## config.mk

```make
export PLATFORM = sky130hd
export DESIGN_NAME = mem_test_engine_flat
export DESIGN_NICKNAME = d
export VERILOG_FILES = /design/src/rtl/mem_test_engine_if.sv /design/src/rtl/mem_test_engine.sv /design/src/flat_wrapper.sv
export SDC_FILE = /design/constraint.sdc
export NUM_CORES = 1
export LEC_CHECK = 0
export ABC_AREA = 1
export CAP_MARGIN = 20
export CORE_AREA = 8 8 166 168
export CTS_BUF_LIST = sky130_fd_sc_hd__clkbuf_8
export DETAILED_ROUTE_END_ITERATION = 8
export DIE_AREA = 0 0 174 176
export HOLD_SLACK_MARGIN = 0.15
export PLACE_DENSITY = 0.94
export SKIP_LAST_GASP = 1
export SLEW_MARGIN = 20
export SYNTH_ARGS = -nofsm -noshare
export SYNTH_HDL_FRONTEND = slang
export SYNTH_SLANG_ARGS = --single-unit
```

## constraint.sdc

```tcl
create_clock -name clk -period 4.6 [get_ports clk]
set_clock_uncertainty 0.05 [all_clocks]
set_input_delay 0.46 -clock clk [delete_from_list [all_inputs] [get_ports clk]]
set_output_delay 0.46 -clock clk [all_outputs]
set_load 0.01 [all_outputs]
```

## src/rtl/mem_test_engine_if.sv

```systemverilog
// rtl/mem_test_engine_if.sv - command/data bus between the memory test engine and the PSRAM controller
interface mem_test_engine_if #(
    parameter int ADDR_W = 22,
    parameter int DATA_W = 16
);
    logic              mem_read;
    logic              mem_write;
    logic              mem_byte_write;
    logic [ADDR_W-1:0] mem_addr;
    logic [DATA_W-1:0] mem_din;
    logic [DATA_W-1:0] mem_dout;
    logic              mem_busy;

    modport master (
        output mem_read, mem_write, mem_byte_write, mem_addr, mem_din,
        input  mem_dout, mem_busy
    );

    modport slave (
        input  mem_read, mem_write, mem_byte_write, mem_addr, mem_din,
        output mem_dout, mem_busy
    );
endinterface

```

## src/rtl/mem_test_engine.sv

```systemverilog
// rtl/mem_test_engine.sv - full-array write-then-read PSRAM tester with latency classing and error capture
module mem_test_engine #(
    parameter int ADDR_W        = 22,
    parameter int DATA_W        = 16,
    parameter int WORDS         = 2**22,
    parameter int LATENCY       = 4,
    parameter int TIMEOUT       = 64,
    parameter int STOP_ON_ERROR = 1
) (
    input  logic                  clk,
    input  logic                  reset,
    input  logic                  start,
    input  logic [1:0]            mode,
    mem_test_engine_if.master     mem,
    output logic [2:0]            state,
    output logic                  done,
    output logic                  pass,
    output logic [1:0]            fail_code,
    output logic [15:0]           err_count,
    output logic [ADDR_W-1:0]     err_addr,
    output logic [DATA_W-1:0]     err_exp,
    output logic [DATA_W-1:0]     err_act,
    output logic [23:0]           wr_1x,
    output logic [23:0]           wr_2x,
    output logic [23:0]           rd_1x,
    output logic [23:0]           rd_2x
);
    typedef enum logic [2:0] {
        S_IDLE  = 3'd0,
        S_INIT  = 3'd1,
        S_WRITE = 3'd2,
        S_READ  = 3'd3,
        S_DONE  = 3'd4,
        S_FAIL  = 3'd5
    } state_t;

    localparam int CYC_W  = $clog2(TIMEOUT + LATENCY + 12);
    localparam int INIT_N = 256 * TIMEOUT;
    localparam int INIT_W = $clog2(INIT_N);
    localparam logic [CYC_W-1:0]  C_TIMEOUT   = CYC_W'(TIMEOUT);
    localparam logic [CYC_W-1:0]  C_WR_1X     = CYC_W'(5 + LATENCY);
    localparam logic [CYC_W-1:0]  C_RD_1X     = CYC_W'(10 + LATENCY);
    localparam logic [CYC_W-1:0]  C_MIN_DONE  = CYC_W'(2);
    localparam logic [INIT_W-1:0] C_INIT_LAST = INIT_W'(INIT_N - 1);
    localparam logic [ADDR_W-1:0] C_LAST_ADDR = ADDR_W'(WORDS - 1);

    state_t              r_state;
    logic [1:0]          r_mode;
    logic [ADDR_W-1:0]   r_addr;
    logic [DATA_W-1:0]   r_din;
    logic                r_rd;
    logic                r_wr;
    logic [CYC_W-1:0]    r_cyc;
    logic [INIT_W-1:0]   r_init_cnt;
    logic                r_done;
    logic                r_pass;
    logic [1:0]          r_fail_code;
    logic [15:0]         r_err_count;
    logic [ADDR_W-1:0]   r_err_addr;
    logic [DATA_W-1:0]   r_err_exp;
    logic [DATA_W-1:0]   r_err_act;
    logic [23:0]         r_wr_1x, r_wr_2x, r_rd_1x, r_rd_2x;

    function automatic logic [DATA_W-1:0] pattern(input logic [1:0] m, input logic [ADDR_W-1:0] a);
        logic [23:0] a24;
        logic [7:0]  h;
        logic [31:0] sh;
        a24 = 24'(a);
        h   = a24[7:0] ^ a24[15:8] ^ a24[23:16] ^ 8'hC3;
        sh  = 32'(a) % 32'(DATA_W);
        case (m)
            2'd0:    pattern = {(DATA_W/8){h}};
            2'd1:    pattern = DATA_W'(a);
            2'd2:    pattern = ~{(DATA_W/8){h}};
            default: pattern = DATA_W'(1) << sh;
        endcase
    endfunction

    function automatic logic [23:0] sat24(input logic [23:0] v);
        return (&v) ? v : v + 24'd1;
    endfunction

    logic              w_complete;
    logic              w_slow;
    logic              w_last;
    logic              w_mismatch;
    logic [ADDR_W-1:0] w_next_addr;
    logic [DATA_W-1:0] w_expected;

    // busy is ignored for the first two cycles so the controller has time to raise it
    assign w_complete  = (r_cyc >= C_MIN_DONE) && !mem.mem_busy;
    assign w_slow      = r_cyc > ((r_state == S_READ) ? C_RD_1X : C_WR_1X);
    assign w_last      = (r_addr == C_LAST_ADDR);
    assign w_next_addr = r_addr + ADDR_W'(1);
    assign w_expected  = pattern(r_mode, r_addr);
    assign w_mismatch  = (mem.mem_dout != w_expected);

    always_ff @(posedge clk) begin
        if (reset) begin
            r_state     <= S_IDLE;
            r_mode      <= 2'd0;
            r_addr      <= '0;
            r_din       <= '0;
            r_rd        <= 1'b0;
            r_wr        <= 1'b0;
            r_cyc       <= '0;
            r_init_cnt  <= '0;
            r_done      <= 1'b0;
            r_pass      <= 1'b0;
            r_fail_code <= 2'd0;
            r_err_count <= 16'd0;
            r_err_addr  <= '0;
            r_err_exp   <= '0;
            r_err_act   <= '0;
            r_wr_1x     <= 24'd0;
            r_wr_2x     <= 24'd0;
            r_rd_1x     <= 24'd0;
            r_rd_2x     <= 24'd0;
        end else begin
            r_rd <= 1'b0;
            r_wr <= 1'b0;
            case (r_state)
                S_IDLE, S_DONE, S_FAIL: begin
                    if (start) begin
                        r_state     <= S_INIT;
                        r_mode      <= mode;
                        r_init_cnt  <= '0;
                        r_done      <= 1'b0;
                        r_pass      <= 1'b0;
                        r_fail_code <= 2'd0;
                        r_err_count <= 16'd0;
                        r_err_addr  <= '0;
                        r_err_exp   <= '0;
                        r_err_act   <= '0;
                        r_wr_1x     <= 24'd0;
                        r_wr_2x     <= 24'd0;
                        r_rd_1x     <= 24'd0;
                        r_rd_2x     <= 24'd0;
                    end
                end
                S_INIT: begin
                    if (!mem.mem_busy) begin
                        r_state <= S_WRITE;
                        r_addr  <= '0;
                        r_din   <= pattern(r_mode, '0);
                        r_wr    <= 1'b1;
                        r_cyc   <= '0;
                    end else if (r_init_cnt == C_INIT_LAST) begin
                        r_state     <= S_FAIL;
                        r_fail_code <= 2'd1;
                        r_done      <= 1'b1;
                    end else begin
                        r_init_cnt <= r_init_cnt + INIT_W'(1);
                    end
                end
                S_WRITE: begin
                    if (w_complete) begin
                        if (w_slow) r_wr_2x <= sat24(r_wr_2x);
                        else        r_wr_1x <= sat24(r_wr_1x);
                        r_cyc <= '0;
                        if (w_last) begin
                            r_state <= S_READ;
                            r_addr  <= '0;
                            r_rd    <= 1'b1;
                        end else begin
                            r_addr <= w_next_addr;
                            r_din  <= pattern(r_mode, w_next_addr);
                            r_wr   <= 1'b1;
                        end
                    end else if (r_cyc == C_TIMEOUT) begin
                        r_state     <= S_FAIL;
                        r_fail_code <= 2'd2;
                        r_done      <= 1'b1;
                    end else begin
                        r_cyc <= r_cyc + CYC_W'(1);
                    end
                end
                S_READ: begin
                    if (w_complete) begin
                        if (w_slow) r_rd_2x <= sat24(r_rd_2x);
                        else        r_rd_1x <= sat24(r_rd_1x);
                        r_cyc <= '0;
                        // only the first mismatch of a run is captured
                        if (w_mismatch) begin
                            if (r_err_count != 16'hFFFF) r_err_count <= r_err_count + 16'd1;
                            if (r_err_count == 16'd0) begin
                                r_err_addr <= r_addr;
                                r_err_exp  <= w_expected;
                                r_err_act  <= mem.mem_dout;
                            end
                        end
                        if (w_mismatch && (STOP_ON_ERROR != 0)) begin
                            r_state <= S_FAIL;
                            r_done  <= 1'b1;
                        end else if (w_last) begin
                            r_state <= S_DONE;
                            r_done  <= 1'b1;
                            r_pass  <= !w_mismatch && (r_err_count == 16'd0);
                        end else begin
                            r_addr <= w_next_addr;
                            r_rd   <= 1'b1;
                        end
                    end else if (r_cyc == C_TIMEOUT) begin
                        r_state     <= S_FAIL;
                        r_fail_code <= 2'd3;
                        r_done      <= 1'b1;
                    end else begin
                        r_cyc <= r_cyc + CYC_W'(1);
                    end
                end
                default: r_state <= S_IDLE;
            endcase
        end
    end

    assign mem.mem_read       = r_rd;
    assign mem.mem_write      = r_wr;
    assign mem.mem_byte_write = 1'b0;
    assign mem.mem_addr       = r_addr;
    assign mem.mem_din        = r_din;

    assign state     = r_state;
    assign done      = r_done;
    assign pass      = r_pass;
    assign fail_code = r_fail_code;
    assign err_count = r_err_count;
    assign err_addr  = r_err_addr;
    assign err_exp   = r_err_exp;
    assign err_act   = r_err_act;
    assign wr_1x     = r_wr_1x;
    assign wr_2x     = r_wr_2x;
    assign rd_1x     = r_rd_1x;
    assign rd_2x     = r_rd_2x;
endmodule

```

## src/flat_wrapper.sv

```systemverilog
// flat-port wrapper written by rule: the top's interface ports become plain ports
module mem_test_engine_flat 
#(
    parameter int ADDR_W        = 22,
    parameter int DATA_W        = 16,
    parameter int WORDS         = 2**22,
    parameter int LATENCY       = 4,
    parameter int TIMEOUT       = 64,
    parameter int STOP_ON_ERROR = 1
)
  (clk, reset, start, mode, state, done, pass, fail_code, err_count, err_addr, err_exp, err_act, wr_1x, wr_2x, rd_1x, rd_2x, mem_mem_read, mem_mem_write, mem_mem_byte_write, mem_mem_addr, mem_mem_din, mem_mem_dout, mem_mem_busy);
  mem_test_engine_if #(.ADDR_W(ADDR_W), .DATA_W(DATA_W)) mem_i ();
  input  logic clk;
  input  logic reset;
  input  logic start;
  input  logic [1:0] mode;
  output logic [2:0] state;
  output logic done;
  output logic pass;
  output logic [1:0] fail_code;
  output logic [15:0] err_count;
  output logic [ADDR_W-1:0] err_addr;
  output logic [DATA_W-1:0] err_exp;
  output logic [DATA_W-1:0] err_act;
  output logic [23:0] wr_1x;
  output logic [23:0] wr_2x;
  output logic [23:0] rd_1x;
  output logic [23:0] rd_2x;
  output wire logic [$bits(mem_i.mem_read)-1:0] mem_mem_read;
  output wire logic [$bits(mem_i.mem_write)-1:0] mem_mem_write;
  output wire logic [$bits(mem_i.mem_byte_write)-1:0] mem_mem_byte_write;
  output wire logic [$bits(mem_i.mem_addr)-1:0] mem_mem_addr;
  output wire logic [$bits(mem_i.mem_din)-1:0] mem_mem_din;
  input wire logic [$bits(mem_i.mem_dout)-1:0] mem_mem_dout;
  input wire logic [$bits(mem_i.mem_busy)-1:0] mem_mem_busy;
  assign mem_mem_read = mem_i.mem_read;
  assign mem_mem_write = mem_i.mem_write;
  assign mem_mem_byte_write = mem_i.mem_byte_write;
  assign mem_mem_addr = mem_i.mem_addr;
  assign mem_mem_din = mem_i.mem_din;
  assign mem_i.mem_dout = mem_mem_dout;
  assign mem_i.mem_busy = mem_mem_busy;
  mem_test_engine #(.ADDR_W(ADDR_W), .DATA_W(DATA_W), .WORDS(WORDS), .LATENCY(LATENCY), .TIMEOUT(TIMEOUT), .STOP_ON_ERROR(STOP_ON_ERROR)) u_core (.clk(clk), .reset(reset), .start(start), .mode(mode), .mem(mem_i), .state(state), .done(done), .pass(pass), .fail_code(fail_code), .err_count(err_count), .err_addr(err_addr), .err_exp(err_exp), .err_act(err_act), .wr_1x(wr_1x), .wr_2x(wr_2x), .rd_1x(rd_1x), .rd_2x(rd_2x));
endmodule
```

# Word-level counts from Yosys, hierarchy flattened

Index checks and enable logic that the tools add are counted.

Add/sub/neg operators: 8
Order comparisons: 2
Equal/unequal tests: 42
Shifts and indexed selects: 2
Muxes and demuxes: 98
Bitwise logic cells: 8
Reductions and logical operators: 35

Operators with widths:

| operator                                         | count |
|---|---|
| two-way mux 24 bit                               | 13 |
| two-way mux 22 bit                               | 10 |
| two-way mux 16 bit                               | 13 |
| case mux 24 bit (2 select lines)                 | 4 |
| case mux 16 bit (3 select lines)                 | 3 |
| case mux 16 bit (2 select lines)                 | 4 |
| adder 24 x 1 -> 24 bit, second input constant    | 4 |
| AND reduction 24 bit                             | 4 |
| case mux 22 bit (3 select lines)                 | 1 |
| case mux 22 bit (2 select lines)                 | 1 |
| two-way mux 14 bit                               | 3 |
| inequality test 2 bit, second input constant     | 18 |
| AND reduction 5 bit                              | 7 |
| inverter 16 bit                                  | 2 |
| << shifter 1 x 4 -> 16 bit, first input constant | 2 |
| two-way mux 3 bit                                | 10 |
| case mux 14 bit (2 select lines)                 | 1 |
| adder 22 x 1 -> 22 bit, second input constant    | 1 |
| == test 22 bit, second input constant            | 1 |
| two-way mux 7 bit                                | 3 |
| two-way mux 1 bit                                | 18 |
| adder 16 x 1 -> 16 bit, second input constant    | 1 |
| zero test 16 bit                                 | 1 |
| inequality test 16 bit                           | 1 |
| other kinds (39)                                 | 69 |

Flip-flop bits (word level): 236
Input bits: 22
Output and inout bits: 214
Word-level logic and storage cells: 214

# Depth between registers and ports, before layout

Depth after elaboration: 12
Depth in mapped cells: 23
Gate-level depth less buffers: 21

# Least setup slack after synthesis

OpenSTA, ideal clock, no wires.

Path kind: reg-to-reg
Start point: register u_core.r_state[2], in the netlist u_core.state[2]
End point: register u_core.r_rd_1x[22], in the netlist u_core.rd_1x[22]
Setup time: 0.113 ns
Arrival: 3.070 ns
Slack: 1.367 ns
Stages on the path, launching flop included: 22
Period minus slack after synthesis: 3.233 ns
Cells stage by stage: dfxtp_1 -> nor2_1 -> inv_2 -> nor2_4 -> inv_2 -> clkbuf_1 -> clkbuf_1 -> ha_1 -> a21oi_1 -> o21ai_0 -> a31oi_1 -> inv_1 -> nand2_1 -> nand3_2 -> nor2_2 -> nand2_1 -> nor3_2 -> nand2_1 -> nor2_1 -> nand2_1 -> nand2_1 -> nor2_1

Longest elaborated chain between the ends: 5
Elaborated cells between the ends (all ways): 14

Ends and longest elaborated chain:

| what                            | RTL line                                      | source |
|---|---|---|
| from (decl)                     | mem_test_engine.sv:47                         | `state_t r_state;` |
| from (signal assigned)          | mem_test_engine.sv:100                        | `r_state <= S_IDLE;` |
| from (signal assigned)          | mem_test_engine.sv:125                        | `r_state <= S_INIT;` |
| from (signal assigned)          | mem_test_engine.sv:143                        | `r_state <= S_WRITE;` |
| == test 3 x 2 -> 1 bit          | mem_test_engine.sv:92, mem_test_engine.sv:122 |  |
| two-way mux 3 bit               | mem_test_engine.sv:92                         | `assign w_slow = r_cyc > ((r_state == S_READ) ? C_RD_1X : C_WR_1X);` |
| greater-than comparator 7 bit   | mem_test_engine.sv:92                         |  |
| inequality test 2 bit (no line) | -                                             |  |
| AND reduction 5 bit (no line)   | -                                             |  |
| to (signal assigned)            | mem_test_engine.sv:181                        | `else r_rd_1x <= sat24(r_rd_1x);` |
| to (decl)                       | mem_test_engine.sv:62                         | `logic [23:0] r_wr_1x, r_wr_2x, r_rd_1x, r_rd_2x;` |

Parallel ways exist; a longest one is shown, timed or not.
A chain may end at the register's enable or synchronous reset.

# Worst setup path in the final report

Start point: register u_core.r_mode[0]
End point: register u_core.r_addr[1], in the netlist u_core.mem.mem_addr[1]

Longest elaborated chain between the ends: 5
Elaborated cells between the ends (all ways): 7

Ends and longest elaborated chain:

| what                                        | RTL line               | source |
|---|---|---|
| from (decl)                                 | mem_test_engine.sv:48  | `logic [1:0] r_mode;` |
| from (signal assigned)                      | mem_test_engine.sv:126 | `r_mode <= mode;` |
| == test 2 bit, or another cell as far along | mem_test_engine.sv:71  | `case (m)` |
| case mux 16 bit (3 select lines) (*)        | mem_test_engine.sv:71  |  |
| inequality test 16 bit (*)                  | mem_test_engine.sv:96  | `assign w_mismatch = (mem.mem_dout != w_expected);` |
| inequality test 2 bit (no line) (*)         | -                      |  |
| AND reduction 6 bit (no line) (*)           | -                      |  |
| to (signal assigned)                        | mem_test_engine.sv:166 | `r_addr <= w_next_addr;` |
| to (signal assigned)                        | mem_test_engine.sv:200 | `r_addr <= w_next_addr;` |
| to (decl)                                   | mem_test_engine.sv:49  | `logic [ADDR_W-1:0] r_addr;` |

Every way passes the cells marked *; elsewhere a longest branch is shown, timed or not.

==> impl_metrics.json <==
{
  "endpoint_kind": "register",
  "wl_per_cell_um": 16.6,
  "wl_mm": 44.7,
  "synth-seq-cells": 236,
  "tns_ns": 0,
  "syn_to_final_growth_pct": 24.0,
  "clock-sinks": 236,
  "crit_path_frequent_cell": "nand2_2",
  "avgSynthCellArea_sq_um": 6.45,
  "finalCritPeriodShare_pct": 80.2,
  "cts_root_buf": "clkbuf_8",
  "grt_busiest_layer": "met2",
  "firstDrtPassIters": 6,
  "seq_area_frac_synth_pct": 34.3,
  "place_inst": 2624,
  "grt_util_met2_pct": 45.8,
  "cp.arrival_ns": 4.13,
  "p_clk_share_pct": 30.8,
  "tritoncts": "done",
  "p_sw_w": 0.00255,
  "pwr-share-seq_pct": 36.2,
  "synth_top_area_share_pct": 34.3,
  "grtUsageTotal_pct": 28.1,
  "grt_pass1_vias": 14573,
  "met1_usage_pct": 35.0,
  "r2r_cells": 18,
  "grt_pass1_wl_mm": 73.1,
  "p_int_w": 0.00401,
  "async_flop_share_pct": 0,
  "timing.final.crit_period_ns": 3.69,
  "status": "complete, no violations",
  "slew-limit-headroom_pct": 28.9,
  "yosysUniqueCellTypes": 57,
  "grt-ovfl-total": 0,
  "use_met3_pct": 7.07,
  "cp_max_fo": 23,
  "dieArea_sq_um": 30600,
  "cp_slowest_cell": "ha_1",
  "fin_area_sq_um": 17100,
  "antenna_found_initial": 1,
  "grt_max_degree": 100,
  "die_y_um": 176,
  "gp_congestion": 0.988,
  "h-tree-depth": 2,
  "first_iter_violations": 1781,
  "crit_chain": "inv_1, ha_1, nand3_1, nand4_1, nand3_1, nand2_1, nand3_1, nor2_1, nand2_1, nor2_2, nand2_2, nand2_2, nand2_2, inv_2, nand2_2, clkinv_2, nor2_1, nor2_1",
  "max_cap_viol_count": 0,
  "power.leakage_nw": 6.27,
  "dieWidth_um": 174,
  "dpl_cell_area_sq_um": 16200,
  "via_per_inst": 5.71,
  "cp-endpoint": "u_core.mem.mem_addr[1]",
  "layout_common_cells": "533 x nand2_1, 236 x dfxtp_1, 233 x clkdlybuf4s50_1, 232 x nor2_1, 208 x a21oi_1",
  "startpoint": "u_core.r_mode[0]",
  "nNetsFinal": 2384,
  "portBuffers": 234,
  "synthesis.area_sq_um": 13800,
  "fmax_ghz": 0.271,
  "p_per_area_nw_per_um2": 384,
  "ys.flop_type": "dfxtp_1",
  "critPathRequiredTime_ns": 5.04,
  "instances_no_fill": 2700,
  "start_util_pct": 55.5,
  "final_common_cell": "nand2_1",
  "hold_class": "reg2reg",
  "hold-path-cell-count": 2,
  "combPwrFrac_pct": 33.0,
  "vias": 15412,
  "worstSetupStartpointType": "register",
  "synth.top_cells.by_area": "dfxtp_1 34%, nand2_1 15%, a21oi_1 7.6%",
  "ant_nets": 0,
  "antenna_cells": 0,
  "route.detailed.drc": 0,
  "synth_top_cell_by_area": "dfxtp_1",
  "clk_latency_ns": 0.57,
  "rsz0062_at_grt": "false",
  "rrSetupSlack_ns": 0.91,
  "peakVddDrop_mv": 0.195,
  "clk_pin_slew_ns": 0.06,
  "finalHoldViolations": 0,
  "r2r_end": "u_core.mem.mem_addr[1]",
  "slowest_delay_ns": 0.71,
  "drive_gt1_share_pct": 6.16,
  "r2r_start": "u_core.r_mode[0]",
  "nFillCells": 2133,
  "netlist_instances": 2137,
  "clockBufferDepth": 3,
  "synth_nets": 2183,
  "dp_hpwl_mm": 32.5,
  "setup_viol": 0,
  "synth_warnings": 0,
  "numCtsBuffers": 41,
  "core-area_sq_um": 24800,
  "synth-edff-count": 0,
  "io_pins": 236,
  "maxSlewViolCount": 0,
  "worst_pin_slew_ns": 1.07,
  "path_class": "reg2reg",
  "switching_share_pct": 38.9,
  "std_cell_rows": 58
}
==> sequential cells by signal (all words and copies together) (netlist names) <==
signal	flops
u_core.rd_1x	24
u_core.rd_2x	24
u_core.wr_1x	24
u_core.wr_2x	24
u_core.err_addr	22
u_core.mem.mem_addr	22
u_core.err_act	16
u_core.err_count	16
u_core.err_exp	16
u_core.mem.mem_din	16
u_core.r_init_cnt	14
u_core.r_cyc	7
u_core.state	3
u_core.fail_code	2
u_core.r_mode	2
u_core.done	1
u_core.mem.mem_read	1
u_core.mem.mem_write	1
u_core.pass	1
==> worst min path at each step <==
stage | from | to | slack, ns
6_report | u_core.err_addr[17] | u_core.err_addr[17] | 0.41
5_1_grt | u_core.err_act[0] | u_core.err_act[0] | 0.43
4_1_cts | u_core.err_addr[10] | u_core.err_addr[10] | 0.41
3_5_place_dp | u_core.err_addr[15] | u_core.err_addr[15] | 0.40
3_3_place_gp | u_core.r_init_cnt[10] | u_core.r_init_cnt[10] | 0.40
2_1_floorplan | u_core.r_init_cnt[10] | u_core.r_init_cnt[10] | 0.38
==> critical path, delay by kind of cell (launching register included) <==
| kind | cells | cell delay (ns) |
|---|---|---|
| simple gates | 14 | 1.89 |
| fa+ha+maj | 1 | 0.71 |
| buf+inv | 3 | 0.63 |
| flops | 1 | 0.33 |
==> per-stage QoR <==
step / total power (W) / hold slack [ns] / util, % / worst slack (ns)
after global routing: 0.00694 / 0.427 / 68.9 / 0.625
after detailed placement: 0.00452 / 0.403 / 65.3 / 1.07
after global placement: 0.00447 / 0.395 / 65.3 / 1.15
final: 0.00656 / 0.410 / 68.9 / 0.910
after CTS: 0.00653 / 0.411 / 68.9 / 1.05
after floorplan: 0.00386 / 0.384 / - / 1.37
==> power groups by stage <==
stage | sequential (W) | combinational, W | clock [W]
floorplan | 0.00237 | 0.00148 | 0
global placement | 0.00241 | 0.00207 | 0
detailed placement | 0.00241 | 0.00211 | 0
CTS | 0.00236 | 0.00212 | 0.00204
global route | 0.00239 | 0.00241 | 0.00214
finish | 0.00238 | 0.00216 | 0.00202
==> final cells by class <==
| class | count | area, sq um | share of cell area (%) |
|---|---|---|---|
| Clock buffer | 51 | 702 | 4.11 |
| Clock inverter | 24 | 166 | 0.973 |
| Inverter | 212 | 802 | 4.69 |
| Multi-Input combinational cell | 1599 | 7840 | 45.9 |
| Sequential cell | 236 | 4720 | 27.6 |
| Tap cell | 330 | 413 | 2.42 |
| Timing Repair Buffer | 248 | 2450 | 14.3 |
==> synthesized netlist by cell type (3+ instances only) <==
master / count
a211oi_1: 13
a21oi_1: 208
a31oi_1: 6
and3_1: 3
buf_1: 3
buf_2: 17
buf_4: 8
buf_6: 5
clkbuf_1: 56
clkinv_1: 5
dfxtp_1: 236
ha_1: 24
inv_1: 183
inv_2: 21
nand2_1: 533
nand2_2: 8
nand3_1: 204
nand4_1: 49
nor2_1: 232
nor2_2: 11
nor3_1: 68
nor3_2: 5
nor3b_1: 5
nor4_1: 22
o21a_1: 5
o21ai_0: 88
o21ai_1: 20
o21bai_1: 3
or2_2: 4
xnor2_1: 9
xor2_1: 46
==> metal layers <==
layer | vias up | wire (um)
met5 | - | 13
met2 | 809 | 20100
met3 | 123 | 4370
met1 | 7003 | 18500
met4 | 2 | 1680
li1 | 7475 | -
==> cells by family after synthesis <==
group | Yosys count | share of synthesized area [%]
other | 1 | 0.0272
DFF | 236 | 34.3
and+or+nand+nor | 1156 | 36.7
buffers and inverters | 302 | 8.92
adders and majority gates | 24 | 2.18
xor gates and xnor gates | 57 | 3.73
AOI/OAI and AO/OA | 361 | 14.1
==> what timing repair did <==
item,in CTS,in global routing
setup buffers,0,0
gates resized for setup,0,0
hold buffers,1,0
endpoints found under the hold margin,4,0
No activity file was read; power rests on OpenSTA's default activity.
